===== src/rtl/mem_port_arbiter.sv =====
// rtl/mem_port_arbiter.sv - single-port memory arbiter between instruction fetch and data access
module mem_port_arbiter #(
   parameter int ADDR_W     = 32,
   parameter int DATA_W     = 32,
   parameter int STARVE_MAX = 4
) (
   input  logic              clk,
   input  logic              reset,
   input  logic              if_req,
   input  logic [ADDR_W-1:0] if_addr,
   output logic              if_ack,
   output logic              if_rvalid,
   output logic [DATA_W-1:0] if_rdata,
   input  logic              d_req,
   input  logic              d_we,
   input  logic [ADDR_W-1:0] d_addr,
   input  logic [DATA_W-1:0] d_wdata,
   output logic              d_ack,
   output logic              d_rvalid,
   output logic [DATA_W-1:0] d_rdata,
   output logic              m_req,
   output logic              m_we,
   output logic [ADDR_W-1:0] m_addr,
   output logic [DATA_W-1:0] m_wdata,
   input  logic              m_ready,
   input  logic              m_rvalid,
   input  logic [DATA_W-1:0] m_rdata
);

   localparam int SW = $clog2(STARVE_MAX + 1);
   localparam logic [SW-1:0] STARVE_LIM = SW'(STARVE_MAX);
   localparam logic [SW-1:0] STARVE_ONE = SW'(1);

   typedef enum logic [1:0] {
      S_IDLE  = 2'd0,
      S_ISSUE = 2'd1,
      S_WAIT  = 2'd2
   } state_t;

   state_t            r_state;
   logic [SW-1:0]     r_starve;
   logic              r_owner_d;
   logic              r_m_req;
   logic              r_m_we;
   logic [ADDR_W-1:0] r_m_addr;
   logic [DATA_W-1:0] r_m_wdata;
   logic              r_if_rvalid;
   logic [DATA_W-1:0] r_if_rdata;
   logic              r_d_rvalid;
   logic [DATA_W-1:0] r_d_rdata;

   logic w_idle;
   logic w_force_if;
   logic w_grant_d;
   logic w_grant_i;

   // Data wins by default; fetch wins when alone or when it has been starved long enough.
   assign w_idle     = (r_state == S_IDLE);
   assign w_force_if = if_req && (r_starve == STARVE_LIM);
   assign w_grant_d  = w_idle && d_req && !w_force_if;
   assign w_grant_i  = w_idle && if_req && !w_grant_d;

   assign if_ack    = w_grant_i;
   assign d_ack     = w_grant_d;
   assign if_rvalid = r_if_rvalid;
   assign if_rdata  = r_if_rdata;
   assign d_rvalid  = r_d_rvalid;
   assign d_rdata   = r_d_rdata;
   assign m_req     = r_m_req;
   assign m_we      = r_m_we;
   assign m_addr    = r_m_addr;
   assign m_wdata   = r_m_wdata;

   // Transaction FSM: latch the winner's command, hold it until the memory takes it, route the response back.
   always_ff @(posedge clk) begin
      if (!reset) begin
         r_state     <= S_IDLE;
         r_starve    <= '0;
         r_owner_d   <= 1'b0;
         r_m_req     <= 1'b0;
         r_m_we      <= 1'b0;
         r_m_addr    <= '0;
         r_m_wdata   <= '0;
         r_if_rvalid <= 1'b0;
         r_if_rdata  <= '0;
         r_d_rvalid  <= 1'b0;
         r_d_rdata   <= '0;
      end else begin
         r_if_rvalid <= 1'b0;
         r_d_rvalid  <= 1'b0;
         case (r_state)
            S_IDLE: begin
               if (w_grant_d) begin
                  r_owner_d <= 1'b1;
                  r_m_we    <= d_we;
                  r_m_addr  <= d_addr;
                  r_m_wdata <= d_wdata;
                  r_m_req   <= 1'b1;
                  r_state   <= S_ISSUE;
                  // Only grants that actually beat a waiting fetch count toward starvation.
                  if (if_req) begin
                     if (r_starve != STARVE_LIM) begin
                        r_starve <= r_starve + STARVE_ONE;
                     end
                  end else begin
                     r_starve <= '0;
                  end
               end else if (w_grant_i) begin
                  r_owner_d <= 1'b0;
                  r_m_we    <= 1'b0;
                  r_m_addr  <= if_addr;
                  r_m_wdata <= '0;
                  r_m_req   <= 1'b1;
                  r_state   <= S_ISSUE;
                  r_starve  <= '0;
               end
            end
            S_ISSUE: begin
               if (m_ready) begin
                  r_m_req <= 1'b0;
                  r_state <= S_WAIT;
               end
            end
            S_WAIT: begin
               if (m_rvalid) begin
                  r_state <= S_IDLE;
                  if (r_owner_d) begin
                     r_d_rvalid <= 1'b1;
                     r_d_rdata  <= r_m_we ? '0 : m_rdata;
                  end else begin
                     r_if_rvalid <= 1'b1;
                     r_if_rdata  <= m_rdata;
                  end
               end
            end
            default: begin
               r_state <= S_IDLE;
               r_m_req <= 1'b0;
            end
         endcase
      end
   end

endmodule


===== config.mk =====
export PLATFORM = sky130hd
export DESIGN_NAME = mem_port_arbiter
export DESIGN_NICKNAME = d
export VERILOG_FILES = /design/src/rtl/mem_port_arbiter.sv
export SDC_FILE = /design/constraint.sdc
export NUM_CORES = 1
export LEC_CHECK = 0
export ABC_AREA = 0
export CORE_UTILIZATION = 40
export CTS_CLUSTER_SIZE = 16
export DETAILED_ROUTE_END_ITERATION = 6
export PLACE_DENSITY = 0.8
export SLEW_MARGIN = 20
export SYNTH_ARGS = -nofsm -noshare
export SYNTH_HDL_FRONTEND = slang
export SYNTH_SLANG_ARGS = --single-unit

===== constraint.sdc =====
create_clock -name clk -period 1.7 [get_ports clk]
set_input_delay 0.34 -clock clk [delete_from_list [all_inputs] [get_ports clk]]
set_output_delay 0.34 -clock clk [all_outputs]
set_load 0.01 [all_outputs]

* Word level (Yosys, flattened, before mapping)
Cells that the tools add are included.
Word-level totals: register bits after elaboration 138, logic and storage cells 61, input port bits 135, output and inout bits 134
Cells by class: mux-type cells 23, reduce and logical (&&, ||, !) cells 16, equal/unequal tests 8, bitwise operators 2, $add $sub $neg 1
Operators with widths (number):
- $mux W32 | 5
- $reduce_and A3 Y1 | 6
- $mux W3 | 4
- $mux W1 | 8
- $mux W2 | 4
- $ne A3 B2 Y1 const B | 2
- $pmux W2 S3 | 1
- $logic_and A1 B1 Y1 | 5
- $ne A2 B2 Y1 const B | 2
- $add A3 B1 Y3 const B | 1
- $eq A3 B3 Y1 const B | 1
- $ne A3 B3 Y1 const B | 1
- $pmux W1 S3 | 1
- $eq A2 B1 Y1 const B | 1
- $eq A2 B2 Y1 const B | 1
- $logic_not A1 Y1 | 2
- $logic_not A2 Y1 | 1
- $not A1 Y1 | 2
- $reduce_and A2 Y1 | 1
- $reduce_bool A2 Y1 | 1

* Logic depth before layout (Yosys ltp)
word-level depth 9, depth in mapped cells 7, mapped depth without buffers 5

* Worst setup path before layout
Ideal clock, no wire load.
kind register to output, start register r_starve[0], end output port if_ack, arrival 1.239 ns, stages on the path, launching flop included 7, buffers on the path 1, setup slack 0.121 ns, data required time 1.360 ns, cells stage by stage dfxtp_1 inv_1 ha_1 and3_1 buf_2 nor2_2 nor2_1
On the way: cells in the longest elaborated chain, start to end 6
Ends and longest elaborated chain:
- from (decl) | line 41 | logic [SW-1:0] r_starve;
- from (signal assigned) | line 103 | r_starve <= r_starve + STARVE_ONE;
- $eq A3 B3 Y1 | line 59 | assign w_force_if = if_req && (r_starve == STARVE_LIM);
- $logic_and A1 B1 Y1 | line 59
- $logic_not A1 Y1 | line 60 | assign w_grant_d = w_idle && d_req && !w_force_if;
- $logic_and A1 B1 Y1 | line 60
- net d_ack | line 18 | output logic d_ack,
- $logic_not A1 Y1 | line 61 | assign w_grant_i = w_idle && if_req && !w_grant_d;
- $logic_and A1 B1 Y1 | line 61
- to (decl) | line 11 | output logic if_ack,
The timed path passes the listed nets, and every way through them passes these cells.

* Worst setup path after layout
start register r_state[0], end output port if_ack
On the way: cells in the longest elaborated chain, start to end 5
Ends and longest elaborated chain:
- from (decl) | line 40 | state_t r_state;
- from (signal assigned) | line 77 | r_state <= S_IDLE;
- from (signal assigned) | line 99 | r_state <= S_ISSUE;
- from (signal assigned) | line 114 | r_state <= S_ISSUE;
- $logic_not A2 Y1 * | line 58 | assign w_idle = (r_state == S_IDLE);
- $logic_and A1 B1 Y1 (2 in series) | line 60
- $logic_not A1 Y1 | line 61
- $logic_and A1 B1 Y1 * | line 61
Every way passes the cells marked *; elsewhere a longest branch is shown, timed or not.

==> results.sh <==
export IMPL_ys_flop_type="dfxtp_1"
export IMPL_htree_levels=4
export IMPL_wl_per_cell_um=17.69
export IMPL_worst_slew_pin_slew_ns=0.4914
export IMPL_synthDominantCellAreaShare=0.5177
export IMPL_crit_buf_inv=3
export IMPL_via_count=5881
export IMPL_worstPathMaxFanout=3
export IMPL_synth_warnings=0
export IMPL_drv_cap=0
export IMPL_drv_slew=0
export IMPL_final_cell_area_um2=9084
export IMPL_syn_nets=742
export IMPL_clkSinkCount=138
export IMPL_failed_checks="negative setup slack"
export IMPL_yosys_area_top_type="dfxtp_1"
export IMPL_dp_hpwl_mm=12.66
export IMPL_first_pass_iters=5
export IMPL_postRouteAntennaNets=0
export IMPL_layout_drive_gt1_share=0.1099
export IMPL_insertedDiodeCount=0
export IMPL_synth_edf_count=0
export IMPL_worstSetupPathType="reg2out"
export IMPL_finalCriticalPeriod_ns=1.827
export IMPL_port_buffers=268
export IMPL_die_width_um=117.5
export IMPL_cts_buffer_depth=2
export IMPL_required_ns=1.36
export IMPL_rsz0062_at_grt="yes"
export IMPL_fin_nets=1008
export IMPL_track_usage=0.2640
export IMPL_ys_seq_elements=138
export IMPL_yosys_top_cells_count="dfxtp_1 (138), a21oi_1 (100), nand2_1 (67), nand3_1 (67), o21ai_0 (65)"
export IMPL_setup_viol=2
export IMPL_fin_worst_skew_ns=0.01436
export IMPL_final_hold_violation_count=0
export IMPL_die_area_um2=13810
export IMPL_syn_area_um2=5336
export IMPL_areaGrowthSynthToFinish_pct=70.22
export IMPL_via_per_inst=5.574
export IMPL_crit_path_end_kind="output pin"
export IMPL_first_global_vias=5820
export IMPL_tritoncts="yes"
export IMPL_grt_ovfl_total=0
export IMPL_cts_buffers=17
export IMPL_antenna_found_initial=0
export IMPL_crit_path_cell_trace="buf_4 > buf_4 > nor2_4 > nand2_2 > nor2_2 > buf_2"
export IMPL_crit_path_start_kind="register"
export IMPL_finalCritPeriodShare=1.074
export IMPL_clk_insertion_delay_late_ns=0.42
export IMPL_p_leak_uw=0.003387
export IMPL_synthCells=605
export IMPL_yosysSeqAreaShare=0.5177
export IMPL_status="finished with violations"
export IMPL_post_dp_cell_area_um2=8392
export IMPL_critical_path_top_delay_family="buffers and inverters"
export IMPL_drt_iter0_drc=520
export IMPL_drc=0
export IMPL_max_slew_margin=0.6717
export IMPL_cp_common_cell="buf_4"
export IMPL_synthTopCellsByArea="dfxtp_1 (52%), a21oi_1 (9.4%), nand3_1 (6.3%)"
export IMPL_die_y_um=117.5
export IMPL_grt_max_degree=47
export IMPL_start_util=0.4161
export IMPL_io_pins=269
export IMPL_rows=41
export IMPL_grt_pass1_wl_mm=29.19
export IMPL_post_route_worst_setup_slack_ns=-0.1266
export IMPL_cellPowerDensity_nw_per_um2=965.6
export IMPL_utilization=0.7083
export IMPL_worstPathArrival_ns=1.49
export IMPL_cts_root_buf="clkbuf_16"
export IMPL_cp_slowest_cell="dfxtp_2"
export IMPL_hold_buffers=0
export IMPL_synth_most_common_cell="dfxtp_1"
export IMPL_fmax_mhz=547.5
export IMPL_avgSynthCellArea_um2=8.820
export IMPL_clk_pin_slew_ns=0.06
export IMPL_ir_drop_mv=0.6041
export IMPL_wl_mm=18.67
export IMPL_async_flop_share=0
export IMPL_synth_distinct_cells=34
export IMPL_slowest_delay_ns=0.32
export IMPL_hold_class="reg2reg"
export IMPL_coreArea_um2=12820
export IMPL_place_gp_congestion=0.8725
[worst register-to-register path, delay by kind of cell, from the launching register on]
family | cells | cell delay [ns]
AO/OA/AOI/OAI | 1 | 0.32
adder cells (fa/ha/maj) | 1 | 0.16
buffers and inverters | 4 | 0.49
flip-flops | 1 | 0.34
AND/OR/NAND/NOR | 2 | 0.22
[area by class of cell]
cell class,count,area (um2)
Sequential cell,138,2768
Fill cell,984,3741
Clock inverter,12,165.2
Inverter,3,12.51
Clock buffer,19,442.9
Tap cell,172,215.2
Timing Repair Buffer,311,3166
Multi-Input combinational cell,400,2315
[routing by layer]
layer  global-route usage  vias up  routed length, um
met5                    0        -                  0
met4               0.1178        0                540
met3              0.08333       46               1536
met2               0.4734      292               9556
met1               0.2827     2811               7035
li1                     -     2732                  -
[path summary, 6_finish.rpt]
| kind | from | end | slack [ns] | cells after the start |
|---|---|---|---|---|
| max | r_state[0] | if_ack | -0.13 | 6 |
| min | if_rdata[26] | if_rdata[26] | 0.46 | 2 |
| max reg2reg | r_starve[0] | m_addr[15] | 0.06 | 8 |
| min reg2reg | if_rdata[26] | if_rdata[26] | 0.46 | 2 |
[sequential cells by signal, indices dropped and copies added, names as in the netlist]
signal and count:
m_addr 32, r_starve 3, d_rvalid 1, r_state 2, if_rdata 32, m_wdata 32
m_req 1, r_owner_d 1, if_rvalid 1, d_rdata 32, m_we 1
[stage by stage]
stage	cells	power [uW]	hold slack, ns	setup TNS [ns]	setup slack (ns)
after floorplan	605	4140	0.4576	0	0.1210
after global placement	1020	4947	0.4433	-27.77	-0.6402
after detailed placement	1020	4996	0.4494	-18.45	-0.6537
after CTS	1054	8791	0.4579	-0.2603	-0.1431
after global routing	1055	9083	0.4843	-0.3142	-0.1833
final	1055	8771	0.4551	-0.2192	-0.1266
[report_power, final]
part | total, uW | switching, uW | internal (uW)
Clock | 3800 | 1440 | 2360
Sequential | 3500 | 98.8 | 3400
Combinational | 1470 | 668 | 805
Total | 8770 | 2200 | 6570
[cell usage in the layout, fill, tap and decap left out, drive strengths merged, types with 3 or more instances in the layout]
cell type	instances
dfxtp	138
clkbuf	19
nand2	67
clkdlybuf4s50	255
buf	45
dlymetal6s2s	9
a311oi	32
o21ai	68
a21oi	100
nor2	11
bufinv	3
a22o	32
nand3	67
clkinv	4
inv	6
[kinds of logic (layout without fill, tap and decap cells)]
| logic type | after synthesis | after routing | synth area share |
|---|---|---|---|
| buffers and inverters | 68 | 345 | 0.06307 |
| and+or+nand+nor | 159 | 160 | 0.1433 |
| adders and majority gates | 2 | 2 | 0.004689 |
| AOI/OAI and AO/OA | 238 | 238 | 0.2713 |
| DFF | 138 | 138 | 0.5177 |
[repair_timing]
| item | in CTS | in global routing |
|---|---|---|
| pin swaps | 4 | 2 |
| gates cloned | 0 | 1 |
| resized for setup | 17 | 17 |
| setup buffers | 3 | 1 |
| endpoints found under the setup margin | 3 | 57 |
No activity file was read; power rests on OpenSTA's default activity.
